$ cat config.mk
export PLATFORM = sky130hd
export DESIGN_NAME = mul_datapath
export DESIGN_NICKNAME = d
export VERILOG_FILES = /design/src/rtl/mul_pkg.sv /design/src/rtl/mul_shift_counter.sv /design/src/rtl/mul_datapath.sv
export SDC_FILE = /design/constraint.sdc
export NUM_CORES = 1
export LEC_CHECK = 0
export CELL_PAD_IN_SITES_DETAIL_PLACEMENT = 1
export CELL_PAD_IN_SITES_GLOBAL_PLACEMENT = 1
export CORE_MARGIN = 1.5
export CORE_UTILIZATION = 40
export CTS_CLUSTER_DIAMETER = 50
export DETAILED_ROUTE_END_ITERATION = 16
export GPL_ROUTABILITY_DRIVEN = 0
export PLACE_DENSITY_LB_ADDON = 0.1
export SYNTH_ARGS = -nofsm -noshare
export SYNTH_HDL_FRONTEND = slang
export SYNTH_SLANG_ARGS = --single-unit
$ cat constraint.sdc
create_clock -name Clk -period 3.3 [get_ports Clk]
set_input_delay 0.99 -clock Clk [delete_from_list [all_inputs] [get_ports Clk]]
set_output_delay 0.99 -clock Clk [all_outputs]
set_load 0.02 [all_outputs]
$ cat src/rtl/mul_pkg.sv
// Shared multiplier definitions: operand width, counter width and the controller command bundle.
// Used by both this datapath and the Control_MUL sequencer.
package mul_pkg;

  localparam int MUL_N     = 16;
  localparam int MUL_CNT_W = $clog2(MUL_N);

  typedef struct packed {
    logic load;
    logic ad;
    logic sh;
    logic done;
  } mul_cmd_t;

  // Counter width for an N-bit operand; never below one bit.
  function automatic int cnt_w(input int n);
    return (n < 2) ? 1 : $clog2(n);
  endfunction

endpackage

$ cat src/rtl/mul_shift_counter.sv
// Shift counter: clears on rst/load, advances on every shift, decodes k one shift before the last.
// Single-cycle update; no backpressure, commands are always accepted.
module mul_shift_counter
  import mul_pkg::*;
#(
  parameter int N = MUL_N
) (
  input  logic clk,
  input  logic rst,
  input  logic load,
  input  logic sh,
  output logic k
);

  localparam int CW = cnt_w(N);
  localparam logic [CW-1:0] LAST = CW'(N - 1);

  logic [CW-1:0] cnt;

  // Wraps modulo 2^CW; extra shifts from a faulty controller simply keep counting.
  always_ff @(posedge clk) begin
    if (rst || load) begin
      cnt <= '0;
    end else if (sh) begin
      cnt <= cnt + CW'(1);
    end
  end

  assign k = (cnt == LAST);

endmodule

$ cat src/rtl/mul_datapath.sv
// Shift-and-add multiplier datapath executing Load/Ad/Sh/Done; every command lands at its sampling edge.
// No backpressure: the controller owns sequencing, M and k are register-only status back to it.
module mul_datapath
  import mul_pkg::*;
#(
  parameter int N = MUL_N
) (
  input  logic           Clk,
  input  logic           Rst,
  input  logic           Load,
  input  logic           Ad,
  input  logic           Sh,
  input  logic           Done,
  input  logic [N-1:0]   Mplier,
  input  logic [N-1:0]   Mcand,
  output logic           M,
  output logic           k,
  output logic [2*N-1:0] Product,
  output logic           Valid
);

  mul_cmd_t       cmd;
  logic [2*N:0]   acc;
  logic [2*N:0]   acc_nxt;
  logic [2*N:0]   acc_sum;
  logic [N:0]     upper_sum;
  logic [N-1:0]   mc;

  assign cmd = '{load: Load, ad: Ad, sh: Sh, done: Done};

  // The add reads ACC[2N-1:N] only; the old carry bit is always dropped.
  always_comb begin
    upper_sum = {1'b0, acc[2*N-1:N]} + {1'b0, mc};
    acc_sum   = {upper_sum, acc[N-1:0]};
    acc_nxt   = acc;
    if (cmd.load) begin
      acc_nxt = {{(N+1){1'b0}}, Mplier};
    end else if (cmd.ad && cmd.sh) begin
      acc_nxt = {1'b0, acc_sum[2*N:1]};
    end else if (cmd.ad) begin
      acc_nxt = acc_sum;
    end else if (cmd.sh) begin
      acc_nxt = {1'b0, acc[2*N:1]};
    end
  end

  always_ff @(posedge Clk) begin
    if (Rst) begin
      acc     <= '0;
      mc      <= '0;
      Product <= '0;
      Valid   <= 1'b0;
    end else begin
      acc <= acc_nxt;
      if (cmd.load) begin
        mc <= Mcand;
      end
      // Done samples the pre-command ACC, independent of any Ad/Sh in the same cycle.
      if (cmd.done) begin
        Product <= acc[2*N-1:0];
        Valid   <= 1'b1;
      end else begin
        Valid   <= 1'b0;
      end
    end
  end

  assign M = acc[0];

  mul_shift_counter #(.N(N)) u_cnt (
    .clk  (Clk),
    .rst  (Rst),
    .load (cmd.load),
    .sh   (cmd.sh),
    .k    (k)
  );

endmodule

==> Implementation_results.wiki, run 1 <==
{| class="wikitable"
! Metric !! Value
|-
| Max cap viols || 0
|-
| TritonCTS clock tree || done
|-
| Number of CTS-inserted buffers || 9
|-
| Arrival time of data at the critical path endpoint || ~1.7 ns
|-
| Number of antenna violations at the first check in global routing || 0
|-
| Clock root buffer || sky130_fd_sc_hd__clkbuf_8
|-
| Count of unresolved DRC violations after routing || 0
|-
| IO buf count || 72
|-
| Combinational family with the most area after synthesis || multiplexers
|-
| Total of cells resized after clock tree synthesis || 0
|-
| Flop and latch count out of synthesis || 86
|-
| Met3 wire length || 316 microns
|-
| Slew at the pin closest to its max-slew limit || 0.661 ns
|-
| Pin count of the biggest net entering global routing || 66
|-
| Number of enable-type register cells in the synthesized netlist || 0
|-
| Sequential fraction of the synthesis area || 0.408
|-
| Lkg Pwr || 2.20 nW
|-
| First-pass GRT wire length || 17.4 mm
|-
| Share of the synthesized area in compound gates (AO/OA/AOI/OAI) || 0.155
|-
| Largest area contributor in the netlist || sky130_fd_sc_hd__dfxtp_1
|-
| Standard-cell row count || 37
|-
| Mean area per synthesized cell || 9.31 sq um
|-
| Clk Latency, worst-skew pair || approximately 0.35 ns
|-
| Number of diodes || 0
|-
| Remaining Overflow, GRT || 0
|-
| Post-detailed-route via-to-cell ratio || 5.28
|-
| Peak supply drop || 0.176 mV
|-
| Wire length the detailed router placed on met1 || a little over 5 mm
|-
| Largest stage delay, worst path || around 0.6 ns
|-
| Total number of vias || 3443
|-
| Hold crit path type || flip-flop to flip-flop
|-
| Post-synth cell types || 57
|-
| Area of the core region || 0.0103 sq mm
|-
| Relative area change from synthesis to final layout || 22.9%
|-
| Die width || about 110 microns
|-
| Non-filler instance count after layout || 652
|-
| Most instantiated flip-flop cell in the synthesis netlist || sky130_fd_sc_hd__dfxtp_1
|-
| Number of detailed-routing iterations run before antenna repair || 4
|-
| Worst Path Class, Setup || flip-flop to output port
|-
| Iteration-0 DRC count of the detailed router || 107
|-
| Final setup TNS || 0 ns
|-
| Slew HR || 0.559
|-
| Wire length per cell after detailed routing || 16.1 microns
|-
| Combined global-route utilization of all metal layers || 0.194
|-
| Count of final hold-check violations || 0
|-
| Max layer used || met4
|-
| Ratio of cells with drive above 1 in the final layout || 0.0698
|-
| Initial Utilization || 0.410
|-
| Drt total wl || 10.5 mm
|-
| Portion of netlist area occupied by mux cells || 0.174
|-
| Data required time at the worst endpoint || 2.31 ns
|-
| Number of routed nets with antenna violations || 0
|-
| Proportion of synthesized flip-flops having asynchronous set or reset || 0
|-
| Top-level I/O count || between 70 and 80
|-
| Post-synthesis net count || slightly above 500
|-
| Post-detailed-placement half-perimeter wirelength || 7.37 mm
|-
| Final setup fails || 0
|-
| Number of warning messages in the yosys log || 0
|-
| Crit-path max FO || 3
|-
| Number of global-route vias before repair || 3508
|-
| Maximum buffer depth of the clock tree || 2
|-
| Kind of capture point of the worst setup path || output port
|-
| Post-synthesis share of cell area spent on full adders, half adders and majority gates || 0.0552
|-
| Basic-gate share of the synthesized area counting and, or, nand and nor cells || 0.137
|-
| Pins Over Slew Limit || 0
|-
| Run status || finished clean
|-
| Die Footprint || 0.0112 sq mm
|-
| Summed instance area of the synthesized netlist || 0.00422 sq mm
|-
| Parity-gate share of the synthesized area counting xor and xnor cells || 0.0332
|-
| Areal power density over the cells || 425 mW/mm^2
|-
| Floorplan die height || 106 microns
|-
| # H-tree levels || 3
|-
| Fin crit share || 0.813
|-
| Count of cells along the worst register-to-register path || 8
|-
| Clock Skews || 0.00936 ns
|-
| Highest achievable clock rate || 373 MHz
|-
| Clock input transition at the sequential cells of the worst setup and hold paths || 0.08 ns
|-
| CTS sink cnt || 86
|-
| Min cycle time layout || ~2.7 ns
|-
| Number of cells after detailed placement || 636
|-
| Top post-synthesis cells by area || sky130_fd_sc_hd__dfxtp_1 (41%), sky130_fd_sc_hd__mux2i_1 (17%), sky130_fd_sc_hd__nor2_1 (8.5%)
|-
| Post-cts hold buffer count || 0
|-
| Cell Chain, Critical Path || ha_1, and3_1, clkdlybuf4s50_1
|-
| Top cell type's share of synthesized area || 0.408
|-
| Postcts setup bufs || 0
|-
| Setup repair after global routing missed its margin || no
|-
| Number of nets in the layout || ~570
|-
| Synthesized instance count || 453
|-
| Total length of routed met2 wires || 5.03 mm
|-
| Critical Path Source Type || flip-flop
|-
| Hold Path Stages || 2
|-
| Worst path slowest cell || sky130_fd_sc_hd__clkdlybuf4s50_1
|}
## registers in the layout, summed over array words and instances, names as in the netlist
name	cells
u_cnt.cnt	4
mc	16
Product	32
acc	33
Valid	1
## synth_stat cells, types with 2 or more instances
| cell | n |
|---|---|
| sky130_fd_sc_hd__and3_1 | 3 |
| sky130_fd_sc_hd__nor2b_1 | 7 |
| sky130_fd_sc_hd__xor2_1 | 9 |
| sky130_fd_sc_hd__nand3b_1 | 2 |
| sky130_fd_sc_hd__buf_1 | 6 |
| sky130_fd_sc_hd__or3_1 | 2 |
| sky130_fd_sc_hd__mux2i_1 | 70 |
| sky130_fd_sc_hd__nand4_1 | 2 |
| sky130_fd_sc_hd__clkbuf_1 | 19 |
| sky130_fd_sc_hd__o21ai_1 | 2 |
| sky130_fd_sc_hd__a221oi_1 | 2 |
| sky130_fd_sc_hd__nand2b_1 | 2 |
| sky130_fd_sc_hd__nand2_1 | 7 |
| sky130_fd_sc_hd__nor2_1 | 96 |
| sky130_fd_sc_hd__a211oi_1 | 17 |
| sky130_fd_sc_hd__mux2_2 | 3 |
| sky130_fd_sc_hd__a21o_1 | 3 |
| sky130_fd_sc_hd__dfxtp_1 | 86 |
| sky130_fd_sc_hd__buf_6 | 2 |
| sky130_fd_sc_hd__nand3_1 | 2 |
| sky130_fd_sc_hd__ha_1 | 17 |
| sky130_fd_sc_hd__inv_1 | 2 |
| sky130_fd_sc_hd__buf_2 | 2 |
| sky130_fd_sc_hd__o21a_1 | 4 |
| sky130_fd_sc_hd__a21boi_0 | 2 |
| sky130_fd_sc_hd__o21ai_0 | 10 |
| sky130_fd_sc_hd__and2_1 | 3 |
| sky130_fd_sc_hd__nor3_1 | 6 |
| sky130_fd_sc_hd__a21oi_1 | 29 |
| sky130_fd_sc_hd__o211ai_1 | 3 |
| sky130_fd_sc_hd__xnor2_1 | 7 |
## per-layer routing
metal	GRT usage	up-vias
met3	0.0260	11
met5	0	-
met2	0.326	64
met4	0.0656	0
li1	-	1723
met1	0.256	1645
## layout by cell type, fill, tap and decap left out, types with 7 or more instances in the layout
master,instances
sky130_fd_sc_hd__dfxtp_1,86
sky130_fd_sc_hd__xor2_1,9
sky130_fd_sc_hd__clkdlybuf4s50_1,68
sky130_fd_sc_hd__ha_1,17
sky130_fd_sc_hd__o21ai_0,10
sky130_fd_sc_hd__clkbuf_8,10
sky130_fd_sc_hd__nand2_1,7
sky130_fd_sc_hd__xnor2_1,7
sky130_fd_sc_hd__nor2_1,96
sky130_fd_sc_hd__a211oi_1,17
sky130_fd_sc_hd__mux2i_1,70
sky130_fd_sc_hd__nor2b_1,7
sky130_fd_sc_hd__a21oi_1,29
## stage by stage
stage               power [mW]  setup slack, ns  instance area (sq um)  hold WS (ns)   util
floorplan                 1.36            0.941                   4220         0.465      -
global route              2.32            0.533                   5180         0.533  0.504
global placement          1.47            0.749                   4980         0.471  0.485
CTS                       2.24            0.579                   5180         0.509  0.504
detailed placement        1.48            0.612                   4980         0.484  0.485
finish                    2.20            0.616                   5180         0.501  0.504
## power by group
group | total, mW | internal (mW) | switching (mW)
Clock | 0.748 | 0.371 | 0.377
Sequential | 1.11 | 1.08 | 0.0316
Combinational | 0.343 | 0.161 | 0.182
Total | 2.20 | 1.61 | 0.590
## layout make-up
type | count | area (sq um)
Clock buffer | 11 | 141
Tap cell | 136 | 170
Clock inverter | 5 | 58.8
Timing Repair Buffer | 78 | 746
Multi-Input combinational cell | 334 | 2340
Fill cell | 1186 | 5090
Sequential cell | 86 | 1720
Inverter | 2 | 7.51
## worst paths after layout
kind	startpoint	to	slack, ns
max reg2reg	acc[16]$_SDFFE_PP0P_	acc[26]$_SDFFE_PP0P_	0.71
max	u_cnt.cnt[0]$_SDFFE_PP0P_	k	0.62
min reg2reg	Product[21]$_SDFFE_PP0P_	Product[21]$_SDFFE_PP0P_	0.50
min	Product[21]$_SDFFE_PP0P_	Product[21]$_SDFFE_PP0P_	0.50
## worst max-delay path, delay by kind of cell (launching register included)
family,cells,cell delay [ns]
adders and majority gates,1,0.19
buffers and inverters,1,0.60
and+or+nand+nor,1,0.18
DFF,1,0.38
## cell families after synthesis
family,count (synthesis)
flops,86
buf+inv,33
fa+ha+maj,18
compound gates,93
mux,73
simple gates,134
xor+xnor,16
No activity file was read; power rests on OpenSTA's default activity.
==> run 2, diff against run 1 <==
--- a/config.mk
+++ b/config.mk
@@ -8,7 +8,7 @@
 export CELL_PAD_IN_SITES_DETAIL_PLACEMENT = 1
 export CELL_PAD_IN_SITES_GLOBAL_PLACEMENT = 1
 export CORE_MARGIN = 1.5
-export CORE_UTILIZATION = 40
+export CORE_UTILIZATION = 36
 export CTS_CLUSTER_DIAMETER = 50
 export DETAILED_ROUTE_END_ITERATION = 16
 export GPL_ROUTABILITY_DRIVEN = 0
==> constraint.sdc (replaced) <==
create_clock -name Clk -period 2.4 [get_ports Clk]
set_input_delay 0.72 -clock Clk [delete_from_list [all_inputs] [get_ports Clk]]
set_output_delay 0.72 -clock Clk [all_outputs]
set_load 0.02 [all_outputs]
==> run 2 against run 1 <==
Net effect:
- non-clock buffer count up 13
- combinational power rose by 46%
- via count up 2.6%
- global-route usage is 0.47 points lower
- worst setup slack got worse by 0.50 ns
- clock-buffer cell count is the same
- sequential share of layout area fell by 1.7 points
- first-iteration DRC count grew 39%
- die area increased by 11%
- largest cell class unchanged
==> Implementation_results.wiki, run 2 (synthesized netlist as in run 1, its figures left out) <==
{| class="wikitable"
! Metric !! Value
|-
| Run status || finished clean (unchanged)
|-
| Number of global-route vias before repair || 3656 (was 3508)
|-
| Min Hold Slack || 0.495 ns (was 0.501 ns)
|-
| CTS sink cnt || 86 (unchanged)
|-
| Pins Over Slew Limit || 0 (unchanged)
|-
| Die width || 111 microns (was 106 microns)
|-
| Lkg Pwr || 2.34 nW (was 2.20 nW)
|-
| Most used cells in the layout excluding fill and tap cells || sky130_fd_sc_hd__nor2_1 (96), sky130_fd_sc_hd__dfxtp_1 (86), sky130_fd_sc_hd__mux2i_1 (70), sky130_fd_sc_hd__clkdlybuf4s50_1 (67), sky130_fd_sc_hd__a21oi_1 (26) (was sky130_fd_sc_hd__nor2_1 (96), sky130_fd_sc_hd__dfxtp_1 (86), sky130_fd_sc_hd__mux2i_1 (70), sky130_fd_sc_hd__clkdlybuf4s50_1 (68), sky130_fd_sc_hd__a21oi_1 (29))
|-
| Drt total wl || 11.1 mm (was 10.5 mm)
|-
| Number of detailed-routing iterations run before antenna repair || 4 (unchanged)
|-
| Areal power density over the cells || 629 mW/mm^2 (was 425 mW/mm^2)
|-
| Leading cell type in the layout, fill and taps excluded || sky130_fd_sc_hd__nor2_1 (unchanged)
|-
| Kind of capture point of the worst setup path || flip-flop (was output port)
|-
| Grt met2 use || 0.305 (was 0.326)
|-
| Peak supply drop || 0.377 mV (was 0.176 mV)
|-
| Final setup fails || 0 (unchanged)
|-
| Data required time at the worst endpoint || 2.64 ns (was 2.31 ns)
|-
| Post-cts hold buffer count || 0 (unchanged)
|-
| Clock input transition at the sequential cells of the worst setup and hold paths || 0.06 ns (was 0.08 ns)
|-
| Standard-cell row count || 39 (was 37)
|-
| Number of diodes || 0 (unchanged)
|-
| Maximum buffer depth of the clock tree || 2 (unchanged)
|-
| Max cap viols || 0 (unchanged)
|-
| Number of antenna violations at the first check in global routing || 0 (unchanged)
|-
| Setup repair after global routing missed its margin || yes (was no)
|-
| Relative area change from synthesis to final layout || 29.4% (was 22.9%)
|-
| Top flop regs || acc: 33 flops, Product: 32 flops, mc: 16 flops (unchanged)
|-
| # H-tree levels || 3 (unchanged)
|-
| Pin count of the biggest net entering global routing || 34 (was 66)
|-
| Worst path slowest cell || sky130_fd_sc_hd__fa_2 (was sky130_fd_sc_hd__clkdlybuf4s50_1)
|-
| Area of all placed cells without fillers || 0.00546 sq mm (was 0.00518 sq mm)
|-
| Hold crit path type || flip-flop to flip-flop (unchanged)
|-
| Number of nets in the layout || 580 (was 567)
|-
| Count of unresolved DRC violations after routing || 0 (unchanged)
|-
| Clk Latency, worst-skew pair || 0.35 ns (about the same)
|-
| Top-level I/O count || 73 (unchanged)
|-
| Final setup TNS || 0 ns (unchanged)
|-
| Crit-path max FO || 3 (unchanged)
|-
| Remaining Overflow, GRT || 0 (unchanged)
|-
| Combined global-route utilization of all metal layers || 0.189 (was 0.194)
|-
| TritonCTS clock tree || done (unchanged)
|-
| Die Footprint || 0.0124 sq mm (was 0.0112 sq mm)
|-
| Clock Skews || 0.00584 ns (was 0.00936 ns)
|-
| Fin crit share || 0.951
|-
| Wire length per cell after detailed routing || 16.5 microns (was 16.1 microns)
|-
| Cell Chain, Critical Path || ha_1, fa_2, a21o_1, a221oi_4, o21ai_4, o2bb2ai_2, xnor2_1, a221o_1 (was ha_1, and3_1, clkdlybuf4s50_1)
|-
| Tot Pwr || 3.43 mW (was 2.20 mW)
|-
| IO buf count || 72 (unchanged)
|-
| Number of routed nets with antenna violations || 0 (unchanged)
|-
| Largest delay contributor family on the critical path || compound AO/OA/AOI/OAI gates (was buffers and inverters)
|-
| Postcts setup bufs || 0 (unchanged)
|-
| Met1 track utilization from global routing || 0.248 (was 0.256)
|-
| Instance area at placement || 0.00511 sq mm (was 0.00498 sq mm)
|-
| Post-detailed-placement half-perimeter wirelength || 7.92 mm (was 7.37 mm)
|-
| Slew HR || 0.693 (was 0.559)
|-
| Clock root buffer || sky130_fd_sc_hd__clkbuf_16 (was sky130_fd_sc_hd__clkbuf_8)
|-
| Initial Utilization || 0.369 (was 0.410)
|-
| Ratio of cells with drive above 1 in the final layout || 0.104 (was 0.0698)
|-
| Floorplan die height || 111 microns (was 106 microns)
|-
| Reg with most FFs || acc (unchanged)
|-
| Grt met3 use || 0.0465 (was 0.0260)
|-
| Arrival time of data at the critical path endpoint || 2.52 ns (was 1.69 ns)
|-
| Post-detailed-route via-to-cell ratio || 5.26 (was 5.28)
|-
| Flip-flop count of the largest register, all copies and words added || 33 (unchanged)
|-
| Final cell utilization of the core || 0.478 (was 0.504)
|-
| Worst Path Class, Setup || flip-flop to flip-flop (was flip-flop to output port)
|-
| Slew at the pin closest to its max-slew limit || 0.460 ns (was 0.661 ns)
|-
| Total number of vias || 3533 (was 3443)
|-
| Largest stage delay, worst path || 0.36 ns (was 0.60 ns)
|-
| Critical Path Source Type || flip-flop (unchanged)
|-
| Number of CTS-inserted buffers || 9 (unchanged)
|-
| Highest achievable clock rate || 438 MHz
|-
| Most Crowded Layer GR || met2 (unchanged)
|-
| Count of final hold-check violations || 0 (unchanged)
|-
| First-pass GRT wire length || 18.7 mm (was 17.4 mm)
|-
| Iteration-0 DRC count of the detailed router || 149 (was 107)
|-
| Min cycle time layout || approximately 2.3 ns
|-
| Area of the core region || 0.0114 sq mm (was 0.0103 sq mm)
|-
| Buf+Inv Stages, Crit Path || 0 (was 1)
|}
[run 2: changes by cell type in the layout (fill, tap and decap cells not counted), moves of 2 or more]
cell,delta
sky130_fd_sc_hd__a21oi_1,-3
sky130_fd_sc_hd__a21oi_2,+3
sky130_fd_sc_hd__buf_12,+2
sky130_fd_sc_hd__buf_4,+11
sky130_fd_sc_hd__clkbuf_16,+9
sky130_fd_sc_hd__clkbuf_8,-10
[run 2: tightest hold or removal path: cells and delay by family, from the launching register on]
| family | cells | cell delay [ns] |
|---|---|---|
| muxes | 1 | 0.06 |
| and+or+nand+nor | 1 | 0.07 |
| DFF | 1 | 0.33 |
[run 2: final timing paths]
kind | from | to | slack (ns) | cells past startpoint
worst min-delay path | Product[0]$_SDFFE_PP0P_ | Product[0]$_SDFFE_PP0P_ | 0.49 | 2
worst max-delay path | acc[16]$_SDFFE_PP0P_ | acc[28]$_SDFFE_PP0P_ | 0.12 | 8
worst min register to register | Product[0]$_SDFFE_PP0P_ | Product[0]$_SDFFE_PP0P_ | 0.49 | 2
worst max register to register | acc[16]$_SDFFE_PP0P_ | acc[28]$_SDFFE_PP0P_ | 0.12 | 8
[run 2: area by class of cell]
class	count	area, sq um
clock buffers	11	233
clock inverters	5	60.1
fillers	1304	5960
inverters	2	7.51
multi-input cells	334	2390
flip-flops and latches	86	1720
well taps	143	179
repair buffers	91	871
[run 2: power by group]
part	switching (mW)	total, mW	internal [mW]
Clock	0.589	1.40	0.809
Sequential	0.0447	1.53	1.49
Combinational	0.261	0.501	0.239
[run 2: through the flow]
stage,instances,setup WS [ns]
2_1_floorplan,453,0.127
3_3_place_gp,656,0.0526
3_5_place_dp,656,0.00555
4_1_cts,672,0.0104
5_1_grt,672,-0.0222
6_report,672,0.117
[run 2: per-layer routing]
metal  wire (microns)  share of wire  vias to the layer above
li1                 -              -                     1757
met1             5340           0.48                     1710
met2             5230           0.47                       56
met3              377          0.034                       10
met4              132          0.012                        0
met5                0              0                        -
[run 2: timing repair]
action	4_1_cts	5_1_grt
setup endpoints to repair	3	10
resized for setup	1	9
pin swaps	0	7
